### src/rtl/dmem_arb_pkg.sv
// Shared definitions for the data-memory arbiter: FSM state encoding,
// requester IDs and default widths.
package dmem_arb_pkg;

    localparam int ADDR_W = 8;
    localparam int DATA_W = 8;

    // Requester IDs, also used as the winner id and last-winner pointer value.
    localparam logic REQ_CPU = 1'b0;
    localparam logic REQ_AUX = 1'b1;

    typedef enum logic {
        ST_CLEAR = 1'b0,
        ST_RUN   = 1'b1
    } arb_state_t;

endpackage

### src/rtl/rr_arb2.sv
// Two-way round-robin arbiter. The grant is combinational from req and the
// last-winner pointer; the pointer advances whenever a grant is issued.
// On a tie the port that did not win last time is granted.
module rr_arb2 (
    input  logic       clk,
    input  logic       rst,
    input  logic [1:0] req,
    output logic [1:0] gnt,
    output logic       winner
);
    import dmem_arb_pkg::*;

    logic last;

    // Pick the winner for this cycle from the request pattern and the pointer.
    always_comb begin
        gnt    = 2'b00;
        winner = REQ_CPU;
        case (req)
            2'b01: begin
                gnt    = 2'b01;
                winner = REQ_CPU;
            end
            2'b10: begin
                gnt    = 2'b10;
                winner = REQ_AUX;
            end
            2'b11: begin
                if (last == REQ_AUX) begin
                    gnt    = 2'b01;
                    winner = REQ_CPU;
                end else begin
                    gnt    = 2'b10;
                    winner = REQ_AUX;
                end
            end
            default: begin
                gnt    = 2'b00;
                winner = REQ_CPU;
            end
        endcase
    end

    // Remember who won; reset points at AUX so the CPU wins the first tie.
    always_ff @(posedge clk) begin
        if (rst) begin
            last <= REQ_AUX;
        end else if (gnt != 2'b00) begin
            last <= winner;
        end
    end

endmodule

### src/rtl/dmem_arbiter.sv
// Shares one asynchronous-read / synchronous-write data memory between the
// CPU port (0) and the I/O/loader port (1). After reset an optional sweep
// writes zero to every location before any requester is served.
// Handshake: a requester raises req with w/addr/wdata and holds them stable
// until it sees gnt in the same cycle; the access happens in that gnt cycle.
// For reads, rdata is loaded at the end of the gnt cycle and rvalid pulses
// for the following cycle; rdata then holds until the next granted read.
module dmem_arbiter #(
    parameter int ADDR_W         = dmem_arb_pkg::ADDR_W,
    parameter int DATA_W         = dmem_arb_pkg::DATA_W,
    parameter bit CLEAR_ON_RESET = 1'b1
) (
    input  logic              clk,
    input  logic              rst,
    input  logic              r0_req,
    input  logic              r0_w,
    input  logic [ADDR_W-1:0] r0_addr,
    input  logic [DATA_W-1:0] r0_wdata,
    output logic              r0_gnt,
    output logic              r0_rvalid,
    output logic [DATA_W-1:0] r0_rdata,
    input  logic              r1_req,
    input  logic              r1_w,
    input  logic [ADDR_W-1:0] r1_addr,
    input  logic [DATA_W-1:0] r1_wdata,
    output logic              r1_gnt,
    output logic              r1_rvalid,
    output logic [DATA_W-1:0] r1_rdata,
    output logic              init_busy,
    output logic [ADDR_W-1:0] mem_addr,
    output logic [DATA_W-1:0] mem_data_in,
    output logic              mem_w,
    input  logic [DATA_W-1:0] mem_data_out
);
    import dmem_arb_pkg::*;

    arb_state_t        state;
    logic [ADDR_W-1:0] cnt;
    logic              run_en;
    logic [1:0]        arb_req;
    logic [1:0]        arb_gnt;
    logic              winner;
    logic              rd0_take;
    logic              rd1_take;

    // Requests only reach the arbiter in RUN and never while reset is held.
    assign run_en   = (state == ST_RUN) && !rst;
    assign arb_req  = run_en ? {r1_req, r0_req} : 2'b00;
    assign r0_gnt   = arb_gnt[0];
    assign r1_gnt   = arb_gnt[1];
    assign rd0_take = arb_gnt[0] & ~r0_w;
    assign rd1_take = arb_gnt[1] & ~r1_w;
    assign init_busy = (state == ST_CLEAR);

    rr_arb2 u_rr_arb2 (
        .clk    (clk),
        .rst    (rst),
        .req    (arb_req),
        .gnt    (arb_gnt),
        .winner (winner)
    );

    // CLEAR/RUN sequencing: the sweep walks every address once, then RUN.
    always_ff @(posedge clk) begin
        if (rst) begin
            state <= CLEAR_ON_RESET ? ST_CLEAR : ST_RUN;
            cnt   <= '0;
        end else if (state == ST_CLEAR) begin
            cnt <= cnt + 1'b1;
            if (cnt == {ADDR_W{1'b1}}) begin
                state <= ST_RUN;
            end
        end
    end

    // Memory-side mux: sweep write, granted port, or a quiet idle cycle.
    always_comb begin
        mem_w       = 1'b0;
        mem_addr    = r0_addr;
        mem_data_in = '0;
        if (!rst && state == ST_CLEAR) begin
            mem_w    = 1'b1;
            mem_addr = cnt;
        end else if (arb_gnt != 2'b00) begin
            if (winner == REQ_AUX) begin
                mem_addr    = r1_addr;
                mem_w       = r1_w;
                mem_data_in = r1_w ? r1_wdata : '0;
            end else begin
                mem_addr    = r0_addr;
                mem_w       = r0_w;
                mem_data_in = r0_w ? r0_wdata : '0;
            end
        end
    end

    // Read return: capture the asynchronous read at the end of the grant cycle.
    always_ff @(posedge clk) begin
        if (rst) begin
            r0_rvalid <= 1'b0;
            r0_rdata  <= '0;
            r1_rvalid <= 1'b0;
            r1_rdata  <= '0;
        end else begin
            r0_rvalid <= rd0_take;
            r1_rvalid <= rd1_take;
            if (rd0_take) begin
                r0_rdata <= mem_data_out;
            end
            if (rd1_take) begin
                r1_rdata <= mem_data_out;
            end
        end
    end

endmodule

### config.mk
export PLATFORM = sky130hd
export DESIGN_NAME = dmem_arbiter
export DESIGN_NICKNAME = d
export VERILOG_FILES = /design/src/rtl/dmem_arb_pkg.sv /design/src/rtl/rr_arb2.sv /design/src/rtl/dmem_arbiter.sv
export SDC_FILE = /design/constraint.sdc
export NUM_CORES = 1
export LEC_CHECK = 0
export CAP_MARGIN = 20
export CORE_MARGIN = 3
export CORE_UTILIZATION = 42
export CTS_CLUSTER_DIAMETER = 200
export CTS_CLUSTER_SIZE = 12
export DETAILED_ROUTE_END_ITERATION = 7
export GPL_TIMING_DRIVEN = 0
export PLACE_DENSITY = 0.88
export SKIP_CTS_REPAIR_TIMING = 1
export SLEW_MARGIN = 20
export SYNTH_ARGS = -nofsm -noshare
export SYNTH_HDL_FRONTEND = slang
export SYNTH_SLANG_ARGS = --single-unit
### constraint.sdc
create_clock -name clk -period 2.5 [get_ports clk]
set_clock_uncertainty 0.2 [all_clocks]
set_input_delay 0.25 -clock clk [delete_from_list [all_inputs] [get_ports clk]]
set_output_delay 0.25 -clock clk [all_outputs]
set_load 0.01 [all_outputs]
==> impl_metrics.json <==
{
  "cts_tree": "yes",
  "grt_overflow": 0,
  "synth_edf_count": 0,
  "crit_path_top_delay_cell": "clkdlybuf4s50_1",
  "drc": 0,
  "cp.arrival_ns": 1.96,
  "layout.nets": 326,
  "finalCriticalPeriod_ns": 2.41,
  "critical-path-max-stage-delay_ns": 0.48,
  "cp_top_family": "simple AND/OR/NAND/NOR gates",
  "ys_types": 38,
  "grt_pass1_wl_um": 7680,
  "status": "complete, no violations",
  "die_h_um": 66.7,
  "fin_crit_sh": 0.965,
  "numCtsBuffers": 3,
  "synthArstFlopShare": 0,
  "drive_gt1_frac": 0.122,
  "cp_max_fo": 9,
  "synth.avg_cell_area_um2": 8.05,
  "power_density_nw_per_um2": 381,
  "fin_cells": 324,
  "hold_class": "reg -> reg",
  "antenna_found_initial": 0,
  "syn-cell-area_um2": 1550,
  "ir_drop_uv": 333,
  "synth_fp_nets": 239,
  "cts_buffer_depth": 2,
  "yosysSeqAreaShare": 0.362,
  "netSwitchingFraction": 0.219,
  "start_util": 0.449,
  "clk_pin_slew_ns": 0.10,
  "path_class": "reg -> out",
  "grt_pass1_vias": 1682,
  "track_usage": 0.217,
  "clock_insertion_delay_worst_skew_ns": 0.27,
  "power.leakage_uw": 0.00112,
  "numPortBuffers": 82,
  "hpwl_um": 3590,
  "die_area_um2": 4450,
  "cp-start-kind": "flip-flop",
  "p_int_uw": 767,
  "multi_input_area_um2": 933,
  "cap_violations": 0,
  "worstMarginPinSlew_ns": 0.580,
  "fmax_mhz": 415,
  "drt-wirelength-per-cell_um": 15.4,
  "p_clk_frac": 0.362,
  "finalWirelength_um": 4990,
  "vias": 1778,
  "nFillCells": 262,
  "crit_chain": "nand2b_2 > and3_1 > a221o_1 > clkdlybuf4s50_1",
  "power_uw": 982,
  "core_area_um2": 3440,
  "h-tree-depth": 1,
  "dr.first_iter.drc_count": 71,
  "num_rows": 21,
  "worstPathRequired_ns": 2.05,
  "synth_xor_area_frac": 0.0227,
  "pin_count": 84,
  "synthMuxAreaShare": 0.0647,
  "synthSimpleGateAreaFrac": 0.249,
  "pwr-share-comb": 0.174,
  "synth_ff_type": "dfxtp_1",
  "fp.dieW_um": 66.7,
  "slew_headroom": 0.611,
  "yosysWarnings": 0,
  "p_sw_uw": 215,
  "report.final.slew_viol_count": 0,
  "netlist_instances": 192,
  "cp.buffers_inverters": 1,
  "avgViaCountPerCell": 5.49,
  "ant_nets": 0,
  "pwr-share-seq": 0.464,
  "setup.worst_path.end_class": "output pin",
  "seqCellArea_um2": 566,
  "cts_root_buf": "clkbuf_8",
  "final_core_util": 0.750,
  "area_growth_pct": 66.8,
  "diodes": 0,
  "first_pass_iters": 4,
  "synth_fa_ha_area_frac": 0.00809,
  "gp_congestion": 0.789,
  "grt_setup_unrepaired": "false",
  "synth_top_family_by_area": "simple AND/OR/NAND/NOR gates",
  "grt_start_max_net_pins": 17,
  "synth_compound_area_frac": 0.239,
  "ys_ff_latch": 28,
  "clock-sinks": 28,
  "timing.final.hold_violations": 0,
  "dp_cells": 320,
  "finalSetupViolations": 0
}
## logic make-up after synthesis
| logic type | count (synthesis) |
|---|---|
| adders and majority gates | 1 |
| AOI/OAI and AO/OA | 65 |
| DFF | 28 |
| buffers and inverters | 18 |
| and+or+nand+nor | 67 |
| xor gates and xnor gates | 4 |
| muxes | 9 |
## layout make-up
class	count	area share
Tap cell	46	0.0223
Inverter	1	0.00145
Clock buffer	3	0.0160
Buffer	16	0.0359
Multi-Input combinational cell	147	0.362
Clock inverter	1	0.0116
Sequential cell	28	0.219
Timing Repair Buffer	82	0.332
## registers in the layout, indices dropped and copies added, names as in the netlist
name,count
cnt,8
r0_rdata,8
r1_rdata,8
r0_rvalid,1
r1_rvalid,1
state,1
u_rr_arb2.last,1
## power groups by stage
stage	clock network [µW]	registers (µW)	logic [µW]
2_1_floorplan	0	465	58.9
3_3_place_gp	0	466	164
3_5_place_dp	0	466	165
4_1_cts	352	457	166
5_1_grt	372	456	183
6_report	356	456	171
## worst reg2reg max path, cell delays in order, from the launching register on
cell and delay [ns]:
dfxtp_2 0.35, and2_1 0.14, buf_6 0.13, nor3_4 0.42
mux2_2 0.39
## layout by cell type (no fill, tap or decap), types with 2 or more instances in the layout
cell / netlist / layout
nand2_1: 5 / 5
clkbuf_1: 9 / 3
buf_4: 0 / 3
mux2_2: 8 / 8
nand3_1: 11 / 11
or3_1: 2 / 2
o211ai_1: 9 / 9
nor2_1: 16 / 16
nand4_1: 9 / 9
clkdlybuf4s50_1: 0 / 68
xor2_1: 3 / 3
dlymetal6s2s_1: 0 / 14
nor2_4: 0 / 2
clkbuf_8: 0 / 3
clkbuf_2: 1 / 3
nand4b_1: 2 / 2
a31oi_1: 7 / 7
nor2b_1: 11 / 11
dfxtp_1: 28 / 26
a21oi_1: 27 / 26
buf_2: 6 / 5
o21ai_0: 17 / 17
## cells in the mapped netlist, drive strengths merged, types with 2 or more instances
| cell | instances | area [µm²] |
|---|---|---|
| dfxtp | 28 | 561 |
| o21ai | 18 | 90.1 |
| xor2 | 3 | 26.3 |
| mux2 | 8 | 90.1 |
| nor2 | 17 | 66.3 |
| nand3 | 11 | 55.1 |
| a21oi | 27 | 135 |
| or3 | 2 | 12.5 |
| nand4 | 9 | 56.3 |
| clkbuf | 10 | 38.8 |
| nand4b | 2 | 17.5 |
| o211ai | 9 | 67.6 |
| nand2 | 5 | 18.8 |
| buf | 7 | 41.3 |
| a31oi | 7 | 43.8 |
| nor2b | 11 | 68.8 |
## layer usage
metal  vias up  share of wire  global-route usage
met5         -              0                   0
met4         0          0.010              0.0482
met3         7          0.074              0.0337
met2        68           0.49               0.385
met1       823           0.43               0.275
li1        880              -                   -
## worst paths after layout
| kind | startpoint | to | slack [ns] | depth (start not counted) |
|---|---|---|---|---|
| setup reg to reg | u_rr_arb2.last$_SDFFE_PP1N_ | r1_rdata[7]$_SDFFE_PP0P_ | 0.78 | 4 |
| hold reg to reg | r0_rdata[7]$_SDFFE_PP0P_ | r0_rdata[7]$_SDFFE_PP0P_ | 0.29 | 2 |
| hold / removal | r0_rdata[7]$_SDFFE_PP0P_ | r0_rdata[7]$_SDFFE_PP0P_ | 0.29 | 2 |
| setup / recovery | u_rr_arb2.last$_SDFFE_PP1N_ | mem_w | 0.09 | 4 |
## through the flow
stage	worst slack, ns	area, µm²	TNS (ns)	hold slack, ns
floorplan	0.807	1550	0	0.196
global placement	-0.369	2420	-4.53	0.264
detailed placement	-0.390	2420	-4.76	0.269
CTS	-0.390	2500	-4.81	0.282
global route	0.0438	2580	0	0.315
finish	0.0881	2580	0	0.285
Power figures use the tool's default switching activity.
